===== src/rtl/crc32_pkg.sv =====
// Shared definitions for the CRC-32 frame checker: polynomial, default
// INIT/XOROUT values, FSM state encoding and the per-frame status record.
package crc32_pkg;

   localparam logic [31:0] CRC32_POLY           = 32'h04C11DB7;
   localparam logic [31:0] CRC32_INIT_DEFAULT   = 32'hFFFFFFFF;
   localparam logic [31:0] CRC32_XOROUT_DEFAULT = 32'hFFFFFFFF;

   // Width of the words field in the status record; the frame counter
   // width of the checker must not exceed it.
   localparam int CRC32_WORDS_W = 16;

   typedef enum logic [1:0] {
      IDLE = 2'd0,
      BODY = 2'd1,
      HOLD = 2'd2
   } crc32_state_t;

   typedef struct packed {
      logic                     ok;
      logic                     len_err;
      logic [31:0]              crc;
      logic [CRC32_WORDS_W-1:0] words;
   } crc32_status_t;

endpackage


===== src/rtl/crc32_frame_check_crc32_32.sv =====
// CRC-32 combinational update of one 32-bit word, MSB (bit 31) first,
// non-reflected, using the shared polynomial.
module crc32_32
   import crc32_pkg::*;
(
   input  logic [31:0] crc_i,
   input  logic [31:0] data_i,
   output logic [31:0] crc_o
);

   // Bit-serial LFSR unrolled over the 32 data bits, bit 31 first.
   always_comb begin
      logic [31:0] c;
      logic        fb;
      c  = crc_i;
      fb = 1'b0;
      for (int i = 31; i >= 0; i--) begin
         fb = c[31] ^ data_i[i];
         c  = {c[30:0], 1'b0} ^ (fb ? CRC32_POLY : 32'h0);
      end
      crc_o = c;
   end

endmodule


===== src/rtl/crc32_frame_check.sv =====
// Receive-side frame checker: accumulates CRC-32 over every word of a frame
// except the last, compares the result (after XOROUT) against the trailer
// word and presents one status record per frame on a valid/ready port.
//
// Handshakes: a transfer happens on a rising clock edge where valid and
// ready are both high; valid, once raised, holds its payload stable until
// that edge, and ready never depends combinationally on valid.
//
// CNT_W may be at most CRC32_WORDS_W (16).
module crc32_frame_check
   import crc32_pkg::*;
#(
   parameter logic [31:0] INIT   = CRC32_INIT_DEFAULT,
   parameter logic [31:0] XOROUT = CRC32_XOROUT_DEFAULT,
   parameter int          CNT_W  = 16
)(
   input  logic             clk_i,
   input  logic             rst_i,
   input  logic             clear_i,
   input  logic             s_valid_i,
   output logic             s_ready_o,
   input  logic [31:0]      s_data_i,
   input  logic             s_last_i,
   output logic             res_valid_o,
   input  logic             res_ready_i,
   output logic             res_ok_o,
   output logic             res_len_err_o,
   output logic [31:0]      res_crc_o,
   output logic [CNT_W-1:0] res_words_o
);

   crc32_state_t  state;
   crc32_state_t  state_n;
   logic [31:0]   crc_reg;
   logic [31:0]   crc_next;
   logic [31:0]   step_in;
   logic [CNT_W-1:0] count;
   logic [CNT_W-1:0] count_inc;
   crc32_status_t res_q;
   logic          accept;
   logic [31:0]   crc_final;

   // clear_i wins over the input handshake: a word offered alongside it is dropped.
   assign accept    = s_valid_i && s_ready_o && !clear_i;
   assign count_inc = (count == {CNT_W{1'b1}}) ? count : count + CNT_W'(1);
   assign crc_final = crc_reg ^ XOROUT;
   assign step_in   = (state == IDLE) ? INIT : crc_reg;

   crc32_32 u_step (
      .crc_i  (step_in),
      .data_i (s_data_i),
      .crc_o  (crc_next)
   );

   // Next-state decode: the frame ends on the trailer, the record is held until consumed.
   always_comb begin
      state_n = state;
      case (state)
         IDLE: if (accept) state_n = s_last_i ? HOLD : BODY;
         BODY: if (accept && s_last_i) state_n = HOLD;
         HOLD: if (res_ready_i) state_n = IDLE;
         default: state_n = IDLE;
      endcase
      if (clear_i) state_n = IDLE;
   end

   // State register plus registered decodes of the next state for the two handshake outputs.
   always_ff @(posedge clk_i or posedge rst_i) begin
      if (rst_i) begin
         state       <= IDLE;
         s_ready_o   <= 1'b1;
         res_valid_o <= 1'b0;
      end else begin
         state       <= state_n;
         s_ready_o   <= (state_n != HOLD);
         res_valid_o <= (state_n == HOLD);
      end
   end

   // CRC accumulator, saturating word counter and the status record.
   always_ff @(posedge clk_i or posedge rst_i) begin
      if (rst_i) begin
         crc_reg <= INIT;
         count   <= '0;
         res_q   <= '0;
      end else if (clear_i) begin
         crc_reg <= INIT;
         count   <= '0;
      end else if (accept) begin
         if (state == IDLE) begin
            if (s_last_i) begin
               // Trailer with no body: nothing was checked.
               res_q.ok      <= 1'b0;
               res_q.len_err <= 1'b1;
               res_q.crc     <= INIT ^ XOROUT;
               res_q.words   <= CRC32_WORDS_W'(1);
               crc_reg       <= INIT;
               count         <= '0;
            end else begin
               crc_reg <= crc_next;
               count   <= CNT_W'(1);
            end
         end else if (state == BODY) begin
            if (s_last_i) begin
               // The trailer itself is never folded into the CRC.
               res_q.ok      <= (crc_final == s_data_i);
               res_q.len_err <= 1'b0;
               res_q.crc     <= crc_final;
               res_q.words   <= CRC32_WORDS_W'(count_inc);
               crc_reg       <= INIT;
               count         <= '0;
            end else begin
               crc_reg <= crc_next;
               count   <= count_inc;
            end
         end
      end
   end

   assign res_ok_o      = res_q.ok;
   assign res_len_err_o = res_q.len_err;
   assign res_crc_o     = res_q.crc;
   assign res_words_o   = res_q.words[CNT_W-1:0];

endmodule

===== config.mk =====
export PLATFORM = sky130hd
export DESIGN_NAME = crc32_frame_check
export DESIGN_NICKNAME = d
export VERILOG_FILES = /design/src/rtl/crc32_pkg.sv /design/src/rtl/crc32_frame_check_crc32_32.sv /design/src/rtl/crc32_frame_check.sv
export SDC_FILE = /design/constraint.sdc
export NUM_CORES = 1
export LEC_CHECK = 0
export CAP_MARGIN = 40
export CELL_PAD_IN_SITES_DETAIL_PLACEMENT = 0
export CELL_PAD_IN_SITES_GLOBAL_PLACEMENT = 2
export CORE_MARGIN = 2
export CORE_UTILIZATION = 38
export DETAILED_ROUTE_END_ITERATION = 10
export GPL_ROUTABILITY_DRIVEN = 0
export PLACE_DENSITY_LB_ADDON = 0.05
export SLEW_MARGIN = 10
export SYNTH_ARGS = -nofsm -noshare
export SYNTH_HDL_FRONTEND = slang
export SYNTH_SLANG_ARGS = --single-unit

===== constraint.sdc =====
create_clock -name clk_i -period 4.28 [get_ports clk_i]
set_input_delay 0.428 -clock clk_i [delete_from_list [all_inputs] [get_ports clk_i]]
set_output_delay 0.428 -clock clk_i [all_outputs]
set_load 0.05 [all_outputs]

Yosys cells after proc, flatten, opt, wreduce, memory -nomap -nowiden
Cells that the tools add are included.

Bits in registers: 102. Input bits: 38. Word-level logic and storage cells: 149.

Add/sub/neg operators: 1. Eq/ne operators: 8. Multiplexer cells: 55. Bitwise logic cells: 66. Reductions and logical operators: 10.

Operator list (count): $xor 32x32->32 (32); $mux 27 (32); $mux 50 (4); $mux 32 (6); $mux 16 (6); $eq 32x32->1 (1); $not 32->32 (1); $xor 1x1->1 (32); $add 16x1->16 const B (1); $eq 16x16->1 const B (1); $mux 2 (5); $ne 2x2->1 const B (3); $pmux 2 s3 (1); $reduce_and 5->1 (1); $eq 2x2->1 const B (2); $reduce_bool 2->1 (2); $logic_and 1x1->1 (3); $reduce_bool 3->1 (1); $eq 2x1->1 const B (1); $logic_not 2->1 (1); $reduce_and 2->1 (1); $logic_not 1->1 (1); $mux 1 (1); $not 1->1 (1).

Depth between registers and ports, before layout
Gate-level depths: netlist (run 1).

Depth in word-level cells: 103. Depth in mapped cells: 15. Depth with buffers taken out: 10.

By module
From an unflattened synthesis (run 1), not the netlist that was laid out.

Cells, all modules: 720. Area total of the unflattened synthesis: 8269.2 µm².

Modules (own cells, without submodules): crc32_frame_check (times used 1, cells an instance 469, area each 4895.9 µm², sequential area each 2593.7 µm²); crc32_32 (times used 1, cells an instance 251, area each 3373.2 µm², sequential area each 0.0 µm²).

Worst setup path after synthesis (run 1)
Ideal clock, no wire load.

Path kind: input to register. Start point: input port s_data_i[31]. End point: register crc_reg[12]. Data arrival time: 3773 ps. Required time: 4200 ps. Setup slack: 428 ps. Cell stages on the path: 10. Path buffers: 1. Path through: buf_2 > xnor2_1 > xnor3_2 > xnor3_2 > xor2_1 > xor2_2 > xnor3_2 > xor2_4 > xnor3_1 > o22a_1.

Word-level cells in the longest chain between the ends: 49. Elaborated cells between the ends (all ways): 75.

RTL lines: from (decl) (line crc32_frame_check.sv:22) `input logic [31:0] s_data_i,`; $xor 1x1->1 * (line crc32_frame_check_crc32_32.sv:18) `fb = c[31] ^ data_i[i];`; $mux 27 * (line crc32_frame_check_crc32_32.sv:19) `c = {c[30:0], 1'b0} ^ (fb ? CRC32_POLY : 32'h0);`; $xor 32x32->32 * (6 in series) (line crc32_frame_check_crc32_32.sv:19); $xor 1x1->1 (line crc32_frame_check_crc32_32.sv:18); $mux 27 (line crc32_frame_check_crc32_32.sv:19); $xor 32x32->32 * (6 in series) (line crc32_frame_check_crc32_32.sv:19); $xor 1x1->1 (line crc32_frame_check_crc32_32.sv:18); $mux 27 (line crc32_frame_check_crc32_32.sv:19); [22 not listed]; $xor 1x1->1 (line crc32_frame_check_crc32_32.sv:18); $mux 27 (line crc32_frame_check_crc32_32.sv:19); $xor 32x32->32 * (2 in series) (line crc32_frame_check_crc32_32.sv:19); $mux 32 * (line crc32_frame_check.sv:91, crc32_frame_check.sv:104); $mux 32 (line crc32_frame_check.sv:103) `end else if (state == BODY) begin`; $mux 32 * (line crc32_frame_check.sv:90) `if (state == IDLE) begin`; $mux 32 * (line crc32_frame_check.sv:89) `end else if (accept) begin`; $mux 32 * (line crc32_frame_check.sv:86) `end else if (clear_i) begin`; to (signal assigned) (line crc32_frame_check.sv:100) `crc_reg <= crc_next;`; to (signal assigned) (line crc32_frame_check.sv:113) `crc_reg <= crc_next;`; to (decl) (line crc32_frame_check.sv:34) `logic [31:0] crc_reg;`.

Mark *: on every way between the ends. The rest lies on a longest branch, timed or not. The select of a mux whose other input is x is not followed. A chain may end at the register's enable or synchronous reset.

Final worst setup path (run 1)
Start point: register state[0]. End point: register crc_reg[13].

Word-level cells in the longest chain between the ends: 51. Elaborated cells between the ends (all ways): 102.

RTL lines: from (decl) (line crc32_frame_check.sv:32) `crc32_state_t state;`; from (signal assigned) (line crc32_frame_check.sv:74) `state <= state_n;`; $logic_not 2->1 (line crc32_frame_check.sv:47, crc32_frame_check.sv:90); $mux 32 (line crc32_frame_check.sv:47) `assign step_in = (state == IDLE) ? INIT : crc_reg;`; $xor 1x1->1 (line crc32_frame_check_crc32_32.sv:18); $mux 27 (line crc32_frame_check_crc32_32.sv:19); $xor 32x32->32 (6 in series) (line crc32_frame_check_crc32_32.sv:19); $xor 1x1->1 (line crc32_frame_check_crc32_32.sv:18); $mux 27 (line crc32_frame_check_crc32_32.sv:19); $xor 32x32->32 (6 in series) (line crc32_frame_check_crc32_32.sv:19); [24 not listed]; $xor 1x1->1 (line crc32_frame_check_crc32_32.sv:18); $mux 27 (line crc32_frame_check_crc32_32.sv:19); $xor 32x32->32 (2 in series) (line crc32_frame_check_crc32_32.sv:19); $mux 32 (line crc32_frame_check.sv:91, crc32_frame_check.sv:104); $mux 32 (line crc32_frame_check.sv:103); $mux 32 (line crc32_frame_check.sv:90); $mux 32 (line crc32_frame_check.sv:89); $mux 32 (line crc32_frame_check.sv:86).

Several ways; a longest one is shown, not always the timed one. The select of a mux whose other input is x is not followed.

==> results of run 1 <==
cells by family after synthesis:
logic type	Yosys count
xor gates and xnor gates	331
buffers and inverters	48
DFF	102
muxes	5
AOI/OAI and AO/OA	126
and+or+nand+nor	180
adders and majority gates	1
layer usage:
layer / share of wire / wire, um / GRT usage
met2: 0.44 / 10800 / 0.344
met1: 0.49 / 12300 / 0.341
met4: 0.020 / 502 / 0.0720
met5: 0 / 0 / 0
met3: 0.050 / 1230 / 0.0349
critical path: cells and delay by family (launching register included):
kind                      cells  cell delay [ns]
xor gates and xnor gates      8             2.87
DFF                           1             0.49
AOI/OAI and AO/OA             2             0.36
buffers and inverters         1             0.22
layout make-up:
type	count	share of cell area
Timing Repair Buffer	169	0.150
Antenna cell	1	0.000244
Multi-Input combinational cell	643	0.532
Sequential cell	102	0.253
Tap cell	275	0.0336
Clock inverter	6	0.00672
Clock buffer	10	0.0223
Inverter	4	0.00171
final timing paths:
kind                          startpoint       endpoint  depth (start not counted)
setup / recovery                state[0]    crc_reg[13]                         11
hold / removal             res_crc_o[29]  res_crc_o[29]                          2
setup reg to reg                state[0]    crc_reg[13]                         11
hold reg to reg            res_crc_o[29]  res_crc_o[29]                          2
max in group asynchronous          rst_i    crc_reg[10]                          3
min in group asynchronous          rst_i    res_valid_o                          2
placed cells by master (no fill, tap or decap), types with 28 or more instances in the layout:
cell type,instances
xnor2_1,196
clkdlybuf4s50_1,89
buf_4,76
xor2_1,69
dfrtp_1,69
nor2_1,64
nand2_1,63
o21ai_0,39
a21oi_1,36
xnor3_1,35
dfstp_2,33
o31ai_1,28
stage by stage:
stage | setup slack, ns | hold slack (ns) | instances | util
2_1_floorplan | 0.428 | 0.483 | 793 | -
3_3_place_gp | 0.131 | 0.460 | 1192 | 0.469
3_5_place_dp | 0.0321 | 0.466 | 1193 | 0.470
4_1_cts | 0.270 | 0.483 | 1209 | 0.484
5_1_grt | 0.0878 | 0.503 | 1209 | 0.484
6_report | 0.274 | 0.476 | 1210 | 0.484
==> metrics.md, run 1 <==
| Metric | Value |
|---|---|
| Run status | `finished, final reports clean` |
| Die span in x | `151 um` |
| Max Fclk | `250 MHz` |
| Register area | `0.00259 mm^2` |
| FFs w/ async S/R, synth | `1.00` |
| IO Pins | `90` |
| Drt drc | `0` |
| Synth top area share | `0.209` |
| Clock Skews | `0.0179 ns` |
| Netlist cell types | `46` |
| Initial Util | `0.390` |
| Worst Max-Slew Pin Slew | `0.880 ns` |
| Placed inst area | `0.00995 mm^2` |
| CTS Buf Count | `9` |
| Clock transition at path regs | `0.09 ns` |
| Simple-gate share of the synthesized area | `0.0974` |
| Largest net degree at the start of global routing | `45` |
| Top-count cell post-synth | `xnor2_1` |
| Post-Synth Adder-Cell Area | `0.00152` |
| Dominant synthesized flop cell | `dfrtp_1` |
| WP data required | `4.59 ns` |
| Synth Register Bits | `102` |
| First-pass GRT wire length | `38.4 mm` |
| Fraction of layout cells with a size suffix above 1 | `0.185` |
| Initial antenna violation count | `1` |
| Via count | `6,043` |
| Final min period | `4.01 ns` |
| Final hold vios | `0` |
| XOR/XNOR Fraction of Synth Area | `0.459` |
| Drt first-iter violations | `434` |
| Crit start category | `register` |
| Worst path slowest cell | `xnor3_2` |
| Post-synth EDFFs | `0` |
| Fill cells | `1,975` |
| Mapped cell area | `0.00825 mm^2` |
| GRT Resource Usage Total | `0.230` |
| Setup CP Type | `register to register` |
| CP Data Arrival Time | `4.31 ns` |
| Clock root cell | `clkbuf_16` |
| Synth-to-Final Area Change | `24.2%` |
| Pins Over Slew Limit | `0` |
| Setup violators final | `0` |
| Largest area contributor in the netlist | `dfrtp_1` |
| Row cnt | `53` |
| Crit end category | `register` |
| H-tree Lvls | `3` |
| Clk_lat worst skew | `0.37 ns` |
| Drt via density | `4.99` |
| Post-CTS sizing | `0` |
| Drt first pass iters | `5` |
| DRT antenna net count | `0` |
| # hold bufs at CTS | `0` |
| R2R setup slack | `0.27 ns` |
| Synth Net Count | `832` |
| Fin crit share | `0.936` |
| Critical Path Max Stage Delay | `0.51 ns` |
| Die Ht | `151 um` |
| CP Cell Sequence | `buf_4, o21bai_1, xor2_1, xnor3_1, xnor3_1, xnor3_1, xnor3_2, xnor2_2, xnor3_2, xnor3_1, a21oi_1` |
| Die area | `0.0229 mm^2` |
| Hpwl dp | `19.7 mm` |
| Yosys warns | `0` |
| Max FO, Critical Path | `9` |
| Main area contributors after synthesis | `dfrtp_1 21%, xnor2_1 21%, dfstp_2 11%` |
| Setup TNS | `0 ns` |
| Sequential area share after synthesis | `0.314` |
| Synth Area in Compound Gates | `0.0939` |
| Area occupied by multi-input gates | `0.00545 mm^2` |
| Mean routed wirelength per cell | `20.5 um` |
| Combinational family with the most area after synthesis | `XOR/XNOR gates` |
| Multiplexer area fraction after synthesis | `0.00667` |
| Min-delay worst type | `register to register` |
| Max_cap viols | `0` |
| Grt ovf | `0` |
| Post-Syn Area per Cell | `10.4 um^2` |
| Commonest cells in the netlist | `196 x xnor2_1, 69 x dfrtp_1, 69 x xor2_1, 64 x nand2_1, 64 x nor2_1` |
| CTS tree | `yes` |
| RSZ-0062 raised after global routing | `false` |
| Post-CTS Setup Bufs | `0` |
| Design area | `0.0102 mm^2` |
| CTS Buffer Depth | `2` |
| Cells after synthesis | `793` |
| Nets | `968` |
| Total Wirelength | `24.8 mm` |
| I/O Buffers | `89` |
| TritonCTS Sinks | `102` |
| Vias in the first global route | `6,206` |
| Rel. slew slack | `0.411` |
| Cell mode on critical path | `xnor3_1` |
| Core ar. | `0.0212 mm^2` |
Power of run 1 is not shown: default switching activity piles up to over one toggle a cycle in this logic, so the estimate is an artifact.
==> run 2, diff against run 1 <==
--- a/config.mk
+++ b/config.mk
@@ -12,6 +12,7 @@
 export CORE_UTILIZATION = 38
 export DETAILED_ROUTE_END_ITERATION = 10
 export GPL_ROUTABILITY_DRIVEN = 0
+export HOLD_SLACK_MARGIN = 0.12
 export PLACE_DENSITY_LB_ADDON = 0.05
 export SLEW_MARGIN = 10
 export SYNTH_ARGS = -nofsm -noshare
==> results of run 2 <==
No change in the layout: final DEF, timing and power equal those of run 1.
Power of run 2 is left out for the same reason.
==> run 3, diff against run 2 <==
--- a/config.mk
+++ b/config.mk
@@ -14,7 +14,6 @@
 export GPL_ROUTABILITY_DRIVEN = 0
 export HOLD_SLACK_MARGIN = 0.12
 export PLACE_DENSITY_LB_ADDON = 0.05
-export SLEW_MARGIN = 10
 export SYNTH_ARGS = -nofsm -noshare
 export SYNTH_HDL_FRONTEND = slang
 export SYNTH_SLANG_ARGS = --single-unit
==> results of run 3 <==
No change in the layout: final DEF, timing and power equal those of run 1.
Power of run 3 is left out for the same reason.
